<file path="config.mk">
export PLATFORM = sky130hd
export DESIGN_NAME = ram_arb
export DESIGN_NICKNAME = d
export VERILOG_FILES = /design/src/rtl/ram_pkg.sv /design/src/rtl/rr_arbiter.sv /design/src/rtl/ram_arb.sv
export SDC_FILE = /design/constraint.sdc
export NUM_CORES = 1
export LEC_CHECK = 0
export ABC_AREA = 1
export BUFFER_PORTS_ARGS = -buffer_cell sky130_fd_sc_hd__buf_2
export CAP_MARGIN = 10
export CELL_PAD_IN_SITES_DETAIL_PLACEMENT = 2
export CELL_PAD_IN_SITES_GLOBAL_PLACEMENT = 2
export CORE_MARGIN = 2
export CORE_UTILIZATION = 40
export CTS_CLUSTER_SIZE = 8
export DETAILED_ROUTE_END_ITERATION = 10
export MAX_ROUTING_LAYER = met4
export PLACE_DENSITY_LB_ADDON = 0.1
export SETUP_SLACK_MARGIN = 0.4
export SYNTH_ARGS = -nofsm -noshare
export SYNTH_HDL_FRONTEND = slang
export SYNTH_SLANG_ARGS = --single-unit
</file>
<file path="constraint.sdc">
create_clock -name i_clk -period 5.17 [get_ports i_clk]
set_clock_uncertainty 0.1 [all_clocks]
set_input_delay 0.2585 -clock i_clk [delete_from_list [all_inputs] [get_ports i_clk]]
set_output_delay 0.2585 -clock i_clk [all_outputs]
set_load 0.02 [all_outputs]
</file>
<file path="src/rtl/ram_pkg.sv">
// Shared defaults, legal parameter ranges and index-width helper for the
// arbitrated multi-port RAM.
package ram_pkg;

  localparam int DEF_DATA_WIDTH   = 8;
  localparam int DEF_ADDR_WIDTH   = 4;
  localparam int DEF_NUM_PORTS    = 2;
  localparam int DEF_READ_LATENCY = 1;

  localparam int MIN_PORTS        = 1;
  localparam int MAX_PORTS        = 8;
  localparam int MIN_READ_LATENCY = 1;
  localparam int MAX_READ_LATENCY = 4;

  // Width of a port index; never zero so a single-port build still has a bit.
  function automatic int port_idx_w(input int n);
    return (n > 1) ? $clog2(n) : 1;
  endfunction

endpackage

</file>
<file path="src/rtl/rr_arbiter.sv">
// Round-robin arbiter: one-hot grant from a request vector, the search starts
// at the port after the last one granted.
module rr_arbiter
  import ram_pkg::*;
#(
  parameter  int NUM_PORTS = DEF_NUM_PORTS,
  localparam int PW        = port_idx_w(NUM_PORTS)
) (
  input  logic                 i_clk,
  input  logic                 i_rst_n,
  input  logic [NUM_PORTS-1:0] i_req,
  output logic [NUM_PORTS-1:0] o_grant,
  output logic [PW-1:0]        o_grant_idx
);

  logic [PW-1:0] ptr;
  logic [PW:0]   cand;
  logic          found;

  always_comb begin
    o_grant     = '0;
    o_grant_idx = '0;
    found       = 1'b0;
    cand        = '0;
    for (int i = 0; i < NUM_PORTS; i++) begin
      cand = {1'b0, ptr} + (PW+1)'(i);
      if (cand >= (PW+1)'(NUM_PORTS)) cand = cand - (PW+1)'(NUM_PORTS);
      if (!found && i_req[cand[PW-1:0]]) begin
        o_grant[cand[PW-1:0]] = 1'b1;
        o_grant_idx           = cand[PW-1:0];
        found                 = 1'b1;
      end
    end
  end

  // Pointer only advances when something was accepted.
  always_ff @(posedge i_clk or negedge i_rst_n) begin
    if (!i_rst_n)   ptr <= '0;
    else if (found) ptr <= (o_grant_idx == PW'(NUM_PORTS-1)) ? '0 : o_grant_idx + 1'b1;
  end

endmodule

</file>
<file path="src/rtl/ram_arb.sv">
// Single-ported RAM shared by NUM_PORTS requesters through a round-robin
// arbiter; fully pipelined reads return on the requesting port's o_data slice.
module ram_arb
  import ram_pkg::*;
#(
  parameter  int DATA_WIDTH   = DEF_DATA_WIDTH,
  parameter  int ADDR_WIDTH   = DEF_ADDR_WIDTH,
  parameter  int NUM_PORTS    = DEF_NUM_PORTS,
  parameter  int READ_LATENCY = DEF_READ_LATENCY,
  localparam int BE_WIDTH     = DATA_WIDTH/8
) (
  input  logic                            i_clk,
  input  logic                            i_rst_n,
  input  logic [NUM_PORTS-1:0]            i_req,
  input  logic [NUM_PORTS-1:0]            i_write,
  input  logic [NUM_PORTS*ADDR_WIDTH-1:0] i_address,
  input  logic [NUM_PORTS*DATA_WIDTH-1:0] i_data,
  input  logic [NUM_PORTS*BE_WIDTH-1:0]   i_be,
  output logic [NUM_PORTS-1:0]            o_grant,
  output logic [NUM_PORTS-1:0]            o_done,
  output logic [NUM_PORTS*DATA_WIDTH-1:0] o_data
);

  localparam int PW    = port_idx_w(NUM_PORTS);
  localparam int DEPTH = 2**ADDR_WIDTH;

  if (NUM_PORTS < MIN_PORTS || NUM_PORTS > MAX_PORTS ||
      READ_LATENCY < MIN_READ_LATENCY || READ_LATENCY > MAX_READ_LATENCY ||
      DATA_WIDTH % 8 != 0) begin : g_bad_cfg
    $error("ram_arb: parameter out of range");
  end

  typedef struct packed {
    logic                  wr;
    logic [ADDR_WIDTH-1:0] addr;
    logic [DATA_WIDTH-1:0] data;
    logic [BE_WIDTH-1:0]   be;
  } req_t;

  req_t [NUM_PORTS-1:0] reqs;
  req_t                 sel;
  logic [NUM_PORTS-1:0] grant;
  logic [PW-1:0]        gidx;
  logic                 acc, acc_wr, acc_rd;

  for (genvar p = 0; p < NUM_PORTS; p++) begin : g_port
    assign reqs[p] = '{wr:   i_write[p],
                       addr: i_address[p*ADDR_WIDTH +: ADDR_WIDTH],
                       data: i_data[p*DATA_WIDTH +: DATA_WIDTH],
                       be:   i_be[p*BE_WIDTH +: BE_WIDTH]};
  end

  // Requests are masked in reset so nothing is accepted at an edge while
  // the pipeline is being cleared.
  rr_arbiter #(.NUM_PORTS(NUM_PORTS)) u_arb (
    .i_clk       (i_clk),
    .i_rst_n     (i_rst_n),
    .i_req       (i_req & {NUM_PORTS{i_rst_n}}),
    .o_grant     (grant),
    .o_grant_idx (gidx)
  );

  assign o_grant = grant;
  assign sel     = reqs[gidx];
  assign acc     = |grant;
  assign acc_wr  = acc & sel.wr;
  assign acc_rd  = acc & ~sel.wr;

  logic [DATA_WIDTH-1:0] mem [DEPTH];

  always_ff @(posedge i_clk) begin
    if (acc_wr) begin
      for (int b = 0; b < BE_WIDTH; b++)
        if (sel.be[b]) mem[sel.addr][b*8 +: 8] <= sel.data[b*8 +: 8];
    end
  end

  // Read pipeline: stage 1 is the RAM output register, the port index rides along.
  logic [DATA_WIDTH-1:0] dat_q [1:READ_LATENCY];
  logic [PW-1:0]         idx_q [1:READ_LATENCY];
  logic [READ_LATENCY:1] vld_q;
  logic [READ_LATENCY:0] vld_pipe;
  logic [NUM_PORTS-1:0]  rd_done, wr_done_q;

  always_ff @(posedge i_clk) begin
    if (acc_rd) dat_q[1] <= mem[sel.addr];
    idx_q[1] <= gidx;
    for (int k = 2; k <= READ_LATENCY; k++) begin
      dat_q[k] <= dat_q[k-1];
      idx_q[k] <= idx_q[k-1];
    end
  end

  assign vld_pipe = {vld_q, acc_rd};

  always_comb begin
    rd_done = '0;
    for (int p = 0; p < NUM_PORTS; p++)
      if (vld_pipe[READ_LATENCY] && idx_q[READ_LATENCY] == PW'(p)) rd_done[p] = 1'b1;
  end

  // Write and read completions for one port in the same cycle fold into one pulse.
  always_ff @(posedge i_clk or negedge i_rst_n) begin
    if (!i_rst_n) begin
      vld_q     <= '0;
      wr_done_q <= '0;
      o_done    <= '0;
      o_data    <= '0;
    end else begin
      vld_q     <= vld_pipe[READ_LATENCY-1:0];
      wr_done_q <= acc_wr ? grant : '0;
      o_done    <= wr_done_q | rd_done;
      for (int p = 0; p < NUM_PORTS; p++)
        if (rd_done[p]) o_data[p*DATA_WIDTH +: DATA_WIDTH] <= dat_q[READ_LATENCY];
    end
  end

endmodule

</file>
==> key figures <==
Yosys
  • Synthesized net count: 723
  • Synth cell types: 25
  • Synth area leaders: edfxtp_1 59%, nand2_1 17%, dfrtp_1 7.9%, nand3_1 6.5%, inv_1 1.8%
  • Yosys warning count: 0
  • Sequential-to-total area share from yosys stat: 66.8%
  • Syn avg cell area: 10.1 um2
  • Post-Synthesis Cells: 691
  • Flops & latches, synth: 159
  • Post-Synthesis Cell Area: 6960 um2
  • Post-synth top area share: 58.7%
  • Top cell type by total area after synthesis: edfxtp_1

Floorplan
  • Die width: 136 um
  • Num rows: 48
  • Io pins: 52
  • Die Y: 136 um
  • Initial core utilization: 40.5%
  • Core ar.: 17200 um2
  • Die footprint: 18500 um2

Detailed routing
  • Met1 WL: 9310 um
  • 1st-iter DRT viols: 310
  • Antenna violation net count after detailed routing: 0
  • Drt first pass iters: 4
  • Routed wl met2: 10700 um
  • Topmost layer with routed signal wires: met4
  • Final wirelength: 21200 um
  • Vias per cell: 5.18
  • Via count: 5042
  • Wire per inst: 21.8 um
  • # DRC: 0
  • Metal3 WL: 787 um

Place
  • I/O Buffers: 51
  • Global placer's final weighted congestion: 0.845
  • DP HPWL: 13700 um
  • Worst slack, placed: 1510 ps

Power and ir drop
  • Combinational Power Share: 13.6%
  • Flop pwr share: 45.9%
  • Clock share of power: 40.5%
  • Switching share of power: 27.7%
  • Sw power: 900 uW
  • Leakage: 3.47 nW
  • Cell-internal power: 2.35 mW
  • Peak supply drop: 0.257 mV
  • PD cells: 406 nW/um2

Timing
  • Final Critical Period: 3780 ps
  • Slew HR: 28.7%
  • Final worst path period share: 73.1%
  • Setup Viol. Count Final: 0
  • Hold Vio Cnt, Final: 0
  • Worst Tran Pin Value: 1070 ps
  • Setup TNS: 0 ps
  • Setup WS post-layout: 1390 ps
  • F_max: 265 MHz
  • Max-slew violation count: 0
  • RSZ-0062 raised after global routing: no

Final layout
  • Area of the multi-input gates: 1980 um2
  • Commonest non-fill, non-tap cells in the layout: 310 x nand2_1, 136 x edfxtp_1, 89 x nand3_1
  • Register area: 4650 um2
  • Filler instances: 1821
  • Ant. Diodes: 0
  • Layout area overhead: 14.8%
  • Nets: 767
  • Layout cells sized above 1: 15.6%
  • Most common cell after layout, fill and taps aside: nand2_1

Hold path
  • Hold EP: wr_done_q[0]
  • Hold Crit Start: i_req[1]
  • WHS Path Cells: 4
  • HP Class: in -> reg

Critical path
  • Reg-to-reg critical path endpoint: mem[4][1]
  • Crit start category: input port
  • Worst Path Required: 5130 ps
  • CP Max Fanout: 35
  • Setup CP Type: in -> reg
  • Worst R2R Setup Slack: 1910 ps
  • Worst r2r src: u_arb.ptr
  • Reg2Reg Depth: 6
  • Worst endpoint data arrival time: 3730 ps
  • Critical path endpoint category: flop

Global routing
  • Total GRT Usage: 25.4%
  • Initial antenna violation count: 0
  • GRT overflow: 0
  • Vias in the first global route: 5615
  • Global-route wire length before repair: 33300 um
  • Pin count of the biggest net entering global routing: 58

Outcome
  • Run status: complete, no violations

CTS
  • CTS sink count: 159
  • Postcts setup bufs: 0
  • Clock Latency Late Sink: 430 ps
  • CTS clk-pin slew, worst paths: 60 ps
  • CTS tree: yes
  • Buffer depth of the longest clock path: 2
  • Total CTS buffers: 17
  • CTS H-tree lvls: 4
  • Clock root buffer master: clkbuf_16

Job
  • Number of max-cap violations: 0
## power by group through the flow
stage / clock, mW / sequential, mW / combinational, mW
floorplan: 0 / 1.57 / 0.223
global placement: 0 / 1.51 / 0.425
detailed placement: 0 / 1.52 / 0.444
CTS: 1.34 / 1.49 / 0.451
global route: 1.38 / 1.50 / 0.494
finish: 1.32 / 1.49 / 0.443
## state kept, by name, indices dropped and copies added, names as in the netlist
signal	flops
idx_q	1
o_data	16
u_arb.ptr	1
vld_q	1
wr_done_q	2
dat_q	8
o_done	2
mem	128
## how the worst max path moves through the flow
stage               cells after the start      start         to
global route                            8    i_rst_n  mem[4][3]
CTS                                     8    i_rst_n  mem[4][3]
detailed placement                      7    i_rst_n  mem[4][7]
floorplan                               5  u_arb.ptr  mem[0][0]
finish                                  8    i_rst_n  mem[4][1]
global placement                        7    i_rst_n  mem[1][0]
## critical path: stages
cell	delay [ps]
dlygate4sd3_1	530
buf_2	430
nand2_1	130
inv_2	110
nand2_2	300
o21ai_4	940
nand3_2	280
nor2_1	730
## per-stage QoR
step | hold WS, ps | utilization, % | instance area, um2 | power [mW] | instances
after floorplan | -137 | - | 6960 | 1.79 | 691
after global placement | 141 | 42.9 | 7360 | 1.94 | 939
after detailed placement | 159 | 42.9 | 7360 | 1.96 | 939
after CTS | 85.6 | 46.5 | 8000 | 3.28 | 973
after global routing | 107 | 46.5 | 8000 | 3.38 | 973
final | 102 | 46.5 | 8000 | 3.25 | 973
## cells in the mapped netlist
master,number
nor2_4,4
o21ai_2,1
nand2_4,3
nand3_2,4
dfrtp_1,22
dfxtp_1,1
inv_1,33
buf_2,15
nor2_1,18
inv_4,1
a21oi_1,2
o21ai_0,17
nand2_2,4
o21ai_1,1
nand3_1,90
inv_2,8
buf_1,1
buf_4,7
edfxtp_1,136
o21ai_4,1
nand2_1,311
clkbuf_1,8
a21oi_4,1
clkinv_2,1
buf_6,1
## per-layer routing
metal	up-vias	GRT usage, %
met5	-	-
met4	0	8.97
met3	33	4.18
met2	100	42.1
met1	2547	31.7
li1	2362	-
## cell type report
class                           count  share of cell area, %
Clock inverter                     15                   2.32
Timing Repair Buffer               57                   3.82
Sequential cell                   159                   58.2
Clock buffer                       17                   5.32
Inverter                           43                   2.07
Multi-Input combinational cell    457                   24.7
Tap cell                          225                   3.52
## cells by family after synthesis
family | after synthesis | share of synthesized area (%)
AND/OR/NAND/NOR | 434 | 26.3
buffers and inverters | 75 | 4.85
AO/OA/AOI/OAI | 23 | 2.03
flip-flops | 159 | 66.8
## what timing repair did
action | CTS | global route
hold buffers | 2 | 0
gates resized for setup | 0 | 0
hold endpoints to repair | 23 | 0
Power figures use the tool's default switching activity.
